`config.mk`:
```
export PLATFORM = sky130hd
export DESIGN_NAME = sdram_port_arbiter
export DESIGN_NICKNAME = d
export VERILOG_FILES = /design/src/rtl/sdram_port_arbiter.sv
export SDC_FILE = /design/constraint.sdc
export NUM_CORES = 1
export LEC_CHECK = 0
export ABC_AREA = 1
export CORE_MARGIN = 1.5
export CORE_UTILIZATION = 40
export CTS_CLUSTER_DIAMETER = 40
export DETAILED_ROUTE_END_ITERATION = 16
export PLACE_DENSITY = 0.77
export SLEW_MARGIN = 25
export SYNTH_ARGS = -nofsm -noshare
export SYNTH_HDL_FRONTEND = slang
export SYNTH_SLANG_ARGS = --single-unit
```
`constraint.sdc`:
```
create_clock -name clk -period 1.9 [get_ports clk]
set_input_delay 0.57 -clock clk [delete_from_list [all_inputs] [get_ports clk]]
set_output_delay 0.57 -clock clk [all_outputs]
set_load 0.03 [all_outputs]
```
`src/rtl/sdram_port_arbiter.sv`:
```
// -----------------------------------------------------------------------------
// sdram_port_arbiter
//
// Shares one as4c4m16sa SDRAM controller between NUM_PORTS requesters. The
// arbiter runs one single-word read or write at a time and picks requesters
// round-robin. It presents the chosen operation on command/data_address/
// data_write and holds it until the controller reports completion. It then
// returns the result to the requester and drops the command for one cycle
// before it accepts the next request.
//
// Ports
//   clk              single clock, shared with the controller
//   reset_n          asynchronous active-low reset
//   req_valid        per-port request pending
//   req_write        per-port op type (1 = write, 0 = read)
//   req_address      per-port word address, slice i = [i*ADDR_WIDTH +: ADDR_WIDTH]
//   req_data         per-port write data,   slice i = [i*DATA_WIDTH +: DATA_WIDTH]
//   req_ready        1-cycle pulse: request of port i accepted (combinational)
//   resp_valid       1-cycle pulse: read data for port i present on resp_data
//   resp_data        read data, meaningful only with a resp_valid bit
//   write_ack        1-cycle pulse: write of port i completed
//   timeout          1-cycle pulse: op of port i aborted by the watchdog
//   command          to controller: 0 idle, 1 write, 2 read
//   data_address     to controller: word address
//   data_write       to controller: write data
//   data_read        from controller: read word
//   data_read_valid  from controller: read word valid
//   data_write_done  from controller: write finished
// -----------------------------------------------------------------------------
module sdram_port_arbiter #(
   parameter int NUM_PORTS      = 2,
   parameter int ADDR_WIDTH     = 22,
   parameter int DATA_WIDTH     = 16,
   parameter int TIMEOUT_CYCLES = 1024
) (
   input  logic                             clk,
   input  logic                             reset_n,
   input  logic [NUM_PORTS-1:0]             req_valid,
   input  logic [NUM_PORTS-1:0]             req_write,
   input  logic [NUM_PORTS*ADDR_WIDTH-1:0]  req_address,
   input  logic [NUM_PORTS*DATA_WIDTH-1:0]  req_data,
   output logic [NUM_PORTS-1:0]             req_ready,
   output logic [NUM_PORTS-1:0]             resp_valid,
   output logic [DATA_WIDTH-1:0]            resp_data,
   output logic [NUM_PORTS-1:0]             write_ack,
   output logic [NUM_PORTS-1:0]             timeout,
   output logic [1:0]                       command,
   output logic [ADDR_WIDTH-1:0]            data_address,
   output logic [DATA_WIDTH-1:0]            data_write,
   input  logic [DATA_WIDTH-1:0]            data_read,
   input  logic                             data_read_valid,
   input  logic                             data_write_done
);

   localparam int PTR_W = (NUM_PORTS > 1) ? $clog2(NUM_PORTS) : 1;
   // Watchdog counts 0 .. TIMEOUT_CYCLES-1; reaching the last value without
   // completion means TIMEOUT_CYCLES ISSUE cycles have elapsed.
   localparam int WD_W = (TIMEOUT_CYCLES > 1) ? $clog2(TIMEOUT_CYCLES) : 1;
   localparam logic [WD_W-1:0] WD_LAST =
      WD_W'((TIMEOUT_CYCLES > 0) ? TIMEOUT_CYCLES - 1 : 0);
   localparam bit WD_ENABLE = (TIMEOUT_CYCLES != 0);

   localparam logic [1:0] CMD_IDLE  = 2'd0;
   localparam logic [1:0] CMD_WRITE = 2'd1;
   localparam logic [1:0] CMD_READ  = 2'd2;

   typedef enum logic [1:0] {
      ST_IDLE    = 2'd0,
      ST_ISSUE   = 2'd1,
      ST_RECOVER = 2'd2
   } state_t;

   state_t                  state_reg, state_next;
   logic [PTR_W-1:0]        ptr_reg, ptr_next;
   logic [PTR_W-1:0]        port_reg, port_next;
   logic                    op_write_reg, op_write_next;
   logic [ADDR_WIDTH-1:0]   addr_reg, addr_next;
   logic [DATA_WIDTH-1:0]   data_reg, data_next;
   logic [1:0]              command_reg, command_next;
   logic [WD_W-1:0]         wd_reg, wd_next;
   logic [NUM_PORTS-1:0]    resp_valid_reg, resp_valid_next;
   logic [NUM_PORTS-1:0]    write_ack_reg, write_ack_next;
   logic [NUM_PORTS-1:0]    timeout_reg, timeout_next;
   logic [DATA_WIDTH-1:0]   resp_data_reg, resp_data_next;

   logic [ADDR_WIDTH-1:0]   port_addr [NUM_PORTS];
   logic [DATA_WIDTH-1:0]   port_data [NUM_PORTS];
   logic                    grant_found;
   logic [PTR_W-1:0]        grant_idx;
   logic [NUM_PORTS-1:0]    grant_onehot;
   logic [NUM_PORTS-1:0]    port_onehot;
   logic                    complete;
   logic                    wd_expired;

   // Unpack the flat per-port buses and build one-hot decodes.
   genvar gi;
   generate
      for (gi = 0; gi < NUM_PORTS; gi++) begin : g_port
         assign port_addr[gi]    = req_address[gi*ADDR_WIDTH +: ADDR_WIDTH];
         assign port_data[gi]    = req_data[gi*DATA_WIDTH +: DATA_WIDTH];
         assign grant_onehot[gi] = (grant_idx == PTR_W'(gi));
         assign port_onehot[gi]  = (port_reg == PTR_W'(gi));
      end
   endgenerate

   // Round-robin search: first pending port at or above the pointer, wrapping.
   always_comb begin
      int               scan_idx;
      logic [PTR_W-1:0] scan_ptr;
      grant_found = 1'b0;
      grant_idx   = '0;
      scan_idx    = 0;
      scan_ptr    = '0;
      for (int k = 0; k < NUM_PORTS; k++) begin
         scan_idx = int'(ptr_reg) + k;
         if (scan_idx >= NUM_PORTS) begin
            scan_idx = scan_idx - NUM_PORTS;
         end
         scan_ptr = PTR_W'(scan_idx);
         if (!grant_found && req_valid[scan_ptr]) begin
            grant_found = 1'b1;
            grant_idx   = scan_ptr;
         end
      end
   end

   // Acceptance is combinational so the requester sees it in the grant cycle.
   // It is masked by reset_n because the FSM is forced to IDLE during reset
   // while requests may still be pending.
   assign req_ready = (state_reg == ST_IDLE && grant_found && reset_n) ?
                      grant_onehot : '0;

   always_comb begin
      state_next      = state_reg;
      ptr_next        = ptr_reg;
      port_next       = port_reg;
      op_write_next   = op_write_reg;
      addr_next       = addr_reg;
      data_next       = data_reg;
      command_next    = command_reg;
      wd_next         = wd_reg;
      resp_valid_next = '0;
      write_ack_next  = '0;
      timeout_next    = '0;
      resp_data_next  = resp_data_reg;
      complete        = 1'b0;
      wd_expired      = 1'b0;

      case (state_reg)
         ST_IDLE: begin
            if (grant_found) begin
               state_next    = ST_ISSUE;
               ptr_next      = (grant_idx == PTR_W'(NUM_PORTS - 1)) ?
                               '0 : grant_idx + PTR_W'(1);
               port_next     = grant_idx;
               op_write_next = req_write[grant_idx];
               addr_next     = port_addr[grant_idx];
               data_next     = port_data[grant_idx];
               command_next  = req_write[grant_idx] ? CMD_WRITE : CMD_READ;
               wd_next       = '0;
            end
         end

         ST_ISSUE: begin
            // Only the strobe matching the op in flight counts.
            complete   = op_write_reg ? data_write_done : data_read_valid;
            wd_expired = WD_ENABLE && (wd_reg == WD_LAST);
            if (complete) begin
               state_next   = ST_RECOVER;
               command_next = CMD_IDLE;
               if (op_write_reg) begin
                  write_ack_next = port_onehot;
               end else begin
                  resp_valid_next = port_onehot;
                  resp_data_next  = data_read;
               end
            end else if (wd_expired) begin
               state_next   = ST_RECOVER;
               command_next = CMD_IDLE;
               timeout_next = port_onehot;
            end else if (WD_ENABLE) begin
               wd_next = wd_reg + WD_W'(1);
            end
         end

         // One idle command cycle so the controller cannot re-issue the op.
         ST_RECOVER: begin
            state_next = ST_IDLE;
         end

         default: begin
            state_next   = ST_IDLE;
            command_next = CMD_IDLE;
         end
      endcase
   end

   always_ff @(posedge clk or negedge reset_n) begin
      if (!reset_n) begin
         state_reg      <= ST_IDLE;
         ptr_reg        <= '0;
         port_reg       <= '0;
         op_write_reg   <= 1'b0;
         addr_reg       <= '0;
         data_reg       <= '0;
         command_reg    <= CMD_IDLE;
         wd_reg         <= '0;
         resp_valid_reg <= '0;
         write_ack_reg  <= '0;
         timeout_reg    <= '0;
         resp_data_reg  <= '0;
      end else begin
         state_reg      <= state_next;
         ptr_reg        <= ptr_next;
         port_reg       <= port_next;
         op_write_reg   <= op_write_next;
         addr_reg       <= addr_next;
         data_reg       <= data_next;
         command_reg    <= command_next;
         wd_reg         <= wd_next;
         resp_valid_reg <= resp_valid_next;
         write_ack_reg  <= write_ack_next;
         timeout_reg    <= timeout_next;
         resp_data_reg  <= resp_data_next;
      end
   end

   assign command      = command_reg;
   assign data_address = addr_reg;
   assign data_write   = data_reg;
   assign resp_valid   = resp_valid_reg;
   assign write_ack    = write_ack_reg;
   assign timeout      = timeout_reg;
   assign resp_data    = resp_data_reg;

endmodule
```
==> metrics.txt <==
result of the run=finished with violations; failing checks=setup timing; Post-Syn Instances=388; clock tree from TritonCTS=built; Diodes inserted=0; first-pass GRT wire length=14.7 mm; distinct cell type count after synthesis=27; Setup crit start kind=flip-flop; IO Port Bufs=163; cell count of the worst reg-to-reg path=9; most numerous cell in the Yosys netlist=sky130_fd_sc_hd__nand2_1; post-synthesis sequential area ratio=55.4%; violation count after the first detailed-route iteration=199; Root Buffer Master=sky130_fd_sc_hd__clkbuf_8; slew of the pin with the lowest slew margin=around 0.41 ns; number of enable flip-flop cells after synthesis=0; vias post-DR=around 3.2k; data arrival time of the critical path=1.43 ns; cell area after layout=roughly 5400 µm²; count of final hold-check violations=0; Compound-Gate Fraction of Synth Area=roughly 1.6%; hold buffers post-CTS=0; share of the synthesized area in the top cell type=55.4%; maximum resistive drop on vdd=between 0.6 and 0.7 mV; combinational family with the most area after synthesis=simple AND/OR/NAND/NOR gates; floorplan die area=9260 µm²; dpl ws=-0.444 ns; ordered list of cells on the worst path=inv_1, nand2_1, nand2_2, inv_1, nor2_4, inv_2, nor2_4, buf_12; largest driver fanout on the critical path=3; first-pass iteration count of the detailed router=5; portion of the clock cycle consumed by the worst path in the final layout=105%; wirelength, routed=around 9.5 mm; CP endpoint kind=output pin; total power density per cell area=1480 nW/µm²; routed length per placed instance=around 14 µm; number of I/O pins=164; worst clock skew on the final layout=0.00923 ns; placer congestion estimate=0.796; synthesis-stage register bit count=77; async set-or-reset flop fraction in the synthesized netlist=100%; post-synth top area cell=sky130_fd_sc_hd__dfrtp_1; mux cell area share after synthesis=between 6 and 7%; standard cell with the maximum stage delay on the critical path=sky130_fd_sc_hd__dfrtp_1; Leak=2.68 nW; kind of critical path=flip-flop to output pin; worst flop-to-flop path startpoint=ptr_reg; Pins Over Slew Limit=0; mean area per synthesized cell=8.96 µm²; top post-synthesis cells by area=sky130_fd_sc_hd__dfrtp_1 (55%), sky130_fd_sc_hd__nand2_1 (17%), sky130_fd_sc_hd__nand3_1 (7.3%), sky130_fd_sc_hd__mux2_4 (3.5%), sky130_fd_sc_hd__mux2_2 (2.6%); max-capacitance violation count=0; setup slack after layout=-0.0958 ns; list of most frequent post-synthesis cells=sky130_fd_sc_hd__nand2_1 (162), sky130_fd_sc_hd__dfrtp_1 (77), sky130_fd_sc_hd__nand3_1 (51), sky130_fd_sc_hd__inv_1 (19), sky130_fd_sc_hd__nor2_1 (17); Worst Setup EP=req_ready[0]; later-pin clock latency in the skew report=~0.34 ns; path category of the worst min-delay check=input port to async pin; worst reg-to-reg setup slack=between 0.3 and 0.4 ns; unrepaired setup endpoints after global routing=true; fraction of the mapped netlist area in simple logic gates=31.6%; starting density of the core=41.9%; overall fraction of global-route tracks in use=between 20% and 30%; Area after DPL=5240 µm²; Die Y=96.3 µm; CTS Buf Count=9; maximum single-stage delay on the critical path=0.37 ns; nets=660; count of H-tree levels built during CTS=3; warnings from Yosys=0; number of placed instances, taps included=about 650; Max Clock Freq=501 MHz; largest net degree at the start of global routing=78; Row Count=33; dpl hpwl=slightly below 7 mm; final cell count without fillers=669; Clock Tree Buf Depth=2; time the final worst path needs with I/O delays and setup=about 2.0 ns; Tot Pwr=0.00801 W; Cell Area, Synth=about 3500 µm²; antenna violations before repair=0; number of remaining DRC errors=0; proportion of layout cells with a drive suffix above 1=between 10% and 20%; Layout area overhead=55.8%; first element of the critical path=ptr_reg; adder-cell share of the synthesized area=less than 1%; Sinks on Clock Net=slightly below 80; dominant synthesized flop cell=sky130_fd_sc_hd__dfrtp_1; relative max-transition margin=72.6%; via count normalized by instance count=slightly below 5; GRT Residual Overflow=0; Synth Net Count=489; xor/xnor share of the synthesized area=0%; flip-flop count of the largest register, all copies and words added=22; core area=8300 µm²; die outline width=roughly 96 µm; antenna-violating nets left=0; Final Setup Violations=2; clock slew seen by the registers of the worst setup and hold paths=0.08 ns; data required time of the worst path=1.33 ns; number of global-route vias before repair=3229; worst r2r dst=data_address[4]
## logic make-up (layout without fill, tap and decap cells)
family                     after synthesis  in the layout
DFF                                     77             77
AOI/OAI and AO/OA                       10             10
buffers and inverters                   35            211
muxes                                   16             16
adders and majority gates                1              1
and+or+nand+nor                        249            249
## repair_timing
item	4_1_cts	5_1_grt
endpoints found under the setup margin	63	3
pin swaps	3	4
resized for setup	71	6
buffers inserted	2	2
gates cloned	0	0
## per-layer routing
metal	vias up	wire length (µm)	global-route usage (%)	part of all wire, %
met3	14	806	5.85	8.5
met4	0	161	8.21	1.7
met1	1509	3830	24.9	40
met2	135	4670	35.4	49
li1	1572	-	-	-
met5	-	0	0	0
## critical path, delay by kind of cell (launching register included)
| family | cells | cell delay (ns) |
|---|---|---|
| buffers and inverters | 4 | 0.34 |
| AND/OR/NAND/NOR | 4 | 0.37 |
| flip-flops | 1 | 0.37 |
## report_power, final
part	switching [W]	internal, W
Clock	0.000599	0.000641
Sequential	0.000357	0.00231
Combinational	0.00260	0.00150
Total	0.00356	0.00445
## worst min-delay path by stage
stage | depth (start not counted) | slack [ns] | from | endpoint
3_3_place_gp | 2 | 0.48 | data_write[13] | data_write[13]
4_1_cts | 2 | 0.29 | reset_n | data_write[12]
3_5_place_dp | 2 | 0.48 | data_address[16] | data_address[16]
2_1_floorplan | 0 | 0.27 | reset_n | command[0]
6_report | 2 | 0.25 | reset_n | wd_reg[7]
5_1_grt | 2 | 0.31 | reset_n | timeout[0]
## layout by cell type, fill, tap and decap left out, types with 7 or more instances in the layout
cell and count:
sky130_fd_sc_hd__buf_4 11, sky130_fd_sc_hd__clkbuf_8 10, sky130_fd_sc_hd__clkdlybuf4s50_1 96, sky130_fd_sc_hd__dfrtp_1 77
sky130_fd_sc_hd__dlygate4sd2_1 61, sky130_fd_sc_hd__inv_1 17, sky130_fd_sc_hd__mux2_2 8, sky130_fd_sc_hd__mux2_4 8
sky130_fd_sc_hd__nand2_1 161, sky130_fd_sc_hd__nand3_1 51, sky130_fd_sc_hd__nor2_1 14, sky130_fd_sc_hd__nor2_4 7
## stage by stage
| step | utilization [%] | hold slack, ns | setup TNS, ns |
|---|---|---|---|
| after floorplan | - | 0.274 | -0.00190 |
| after global placement | 63.2 | 0.478 | -7.72 |
| final | 65.3 | 0.252 | -0.151 |
| after detailed placement | 63.2 | 0.481 | -10.99 |
| after global routing | 65.3 | 0.308 | -0.335 |
| after CTS | 65.0 | 0.287 | -0.261 |
## layout make-up
class / instances / area (µm²)
clock inverters: 6 / 61.3
fillers: 671 / 2880
repair buffers: 174 / 1670
multi-input cells: 276 / 1420
clock buffers: 10 / 138
inverters: 21 / 78.8
well taps: 105 / 131
flip-flops and latches: 77 / 1930
Power figures use the tool's default switching activity.
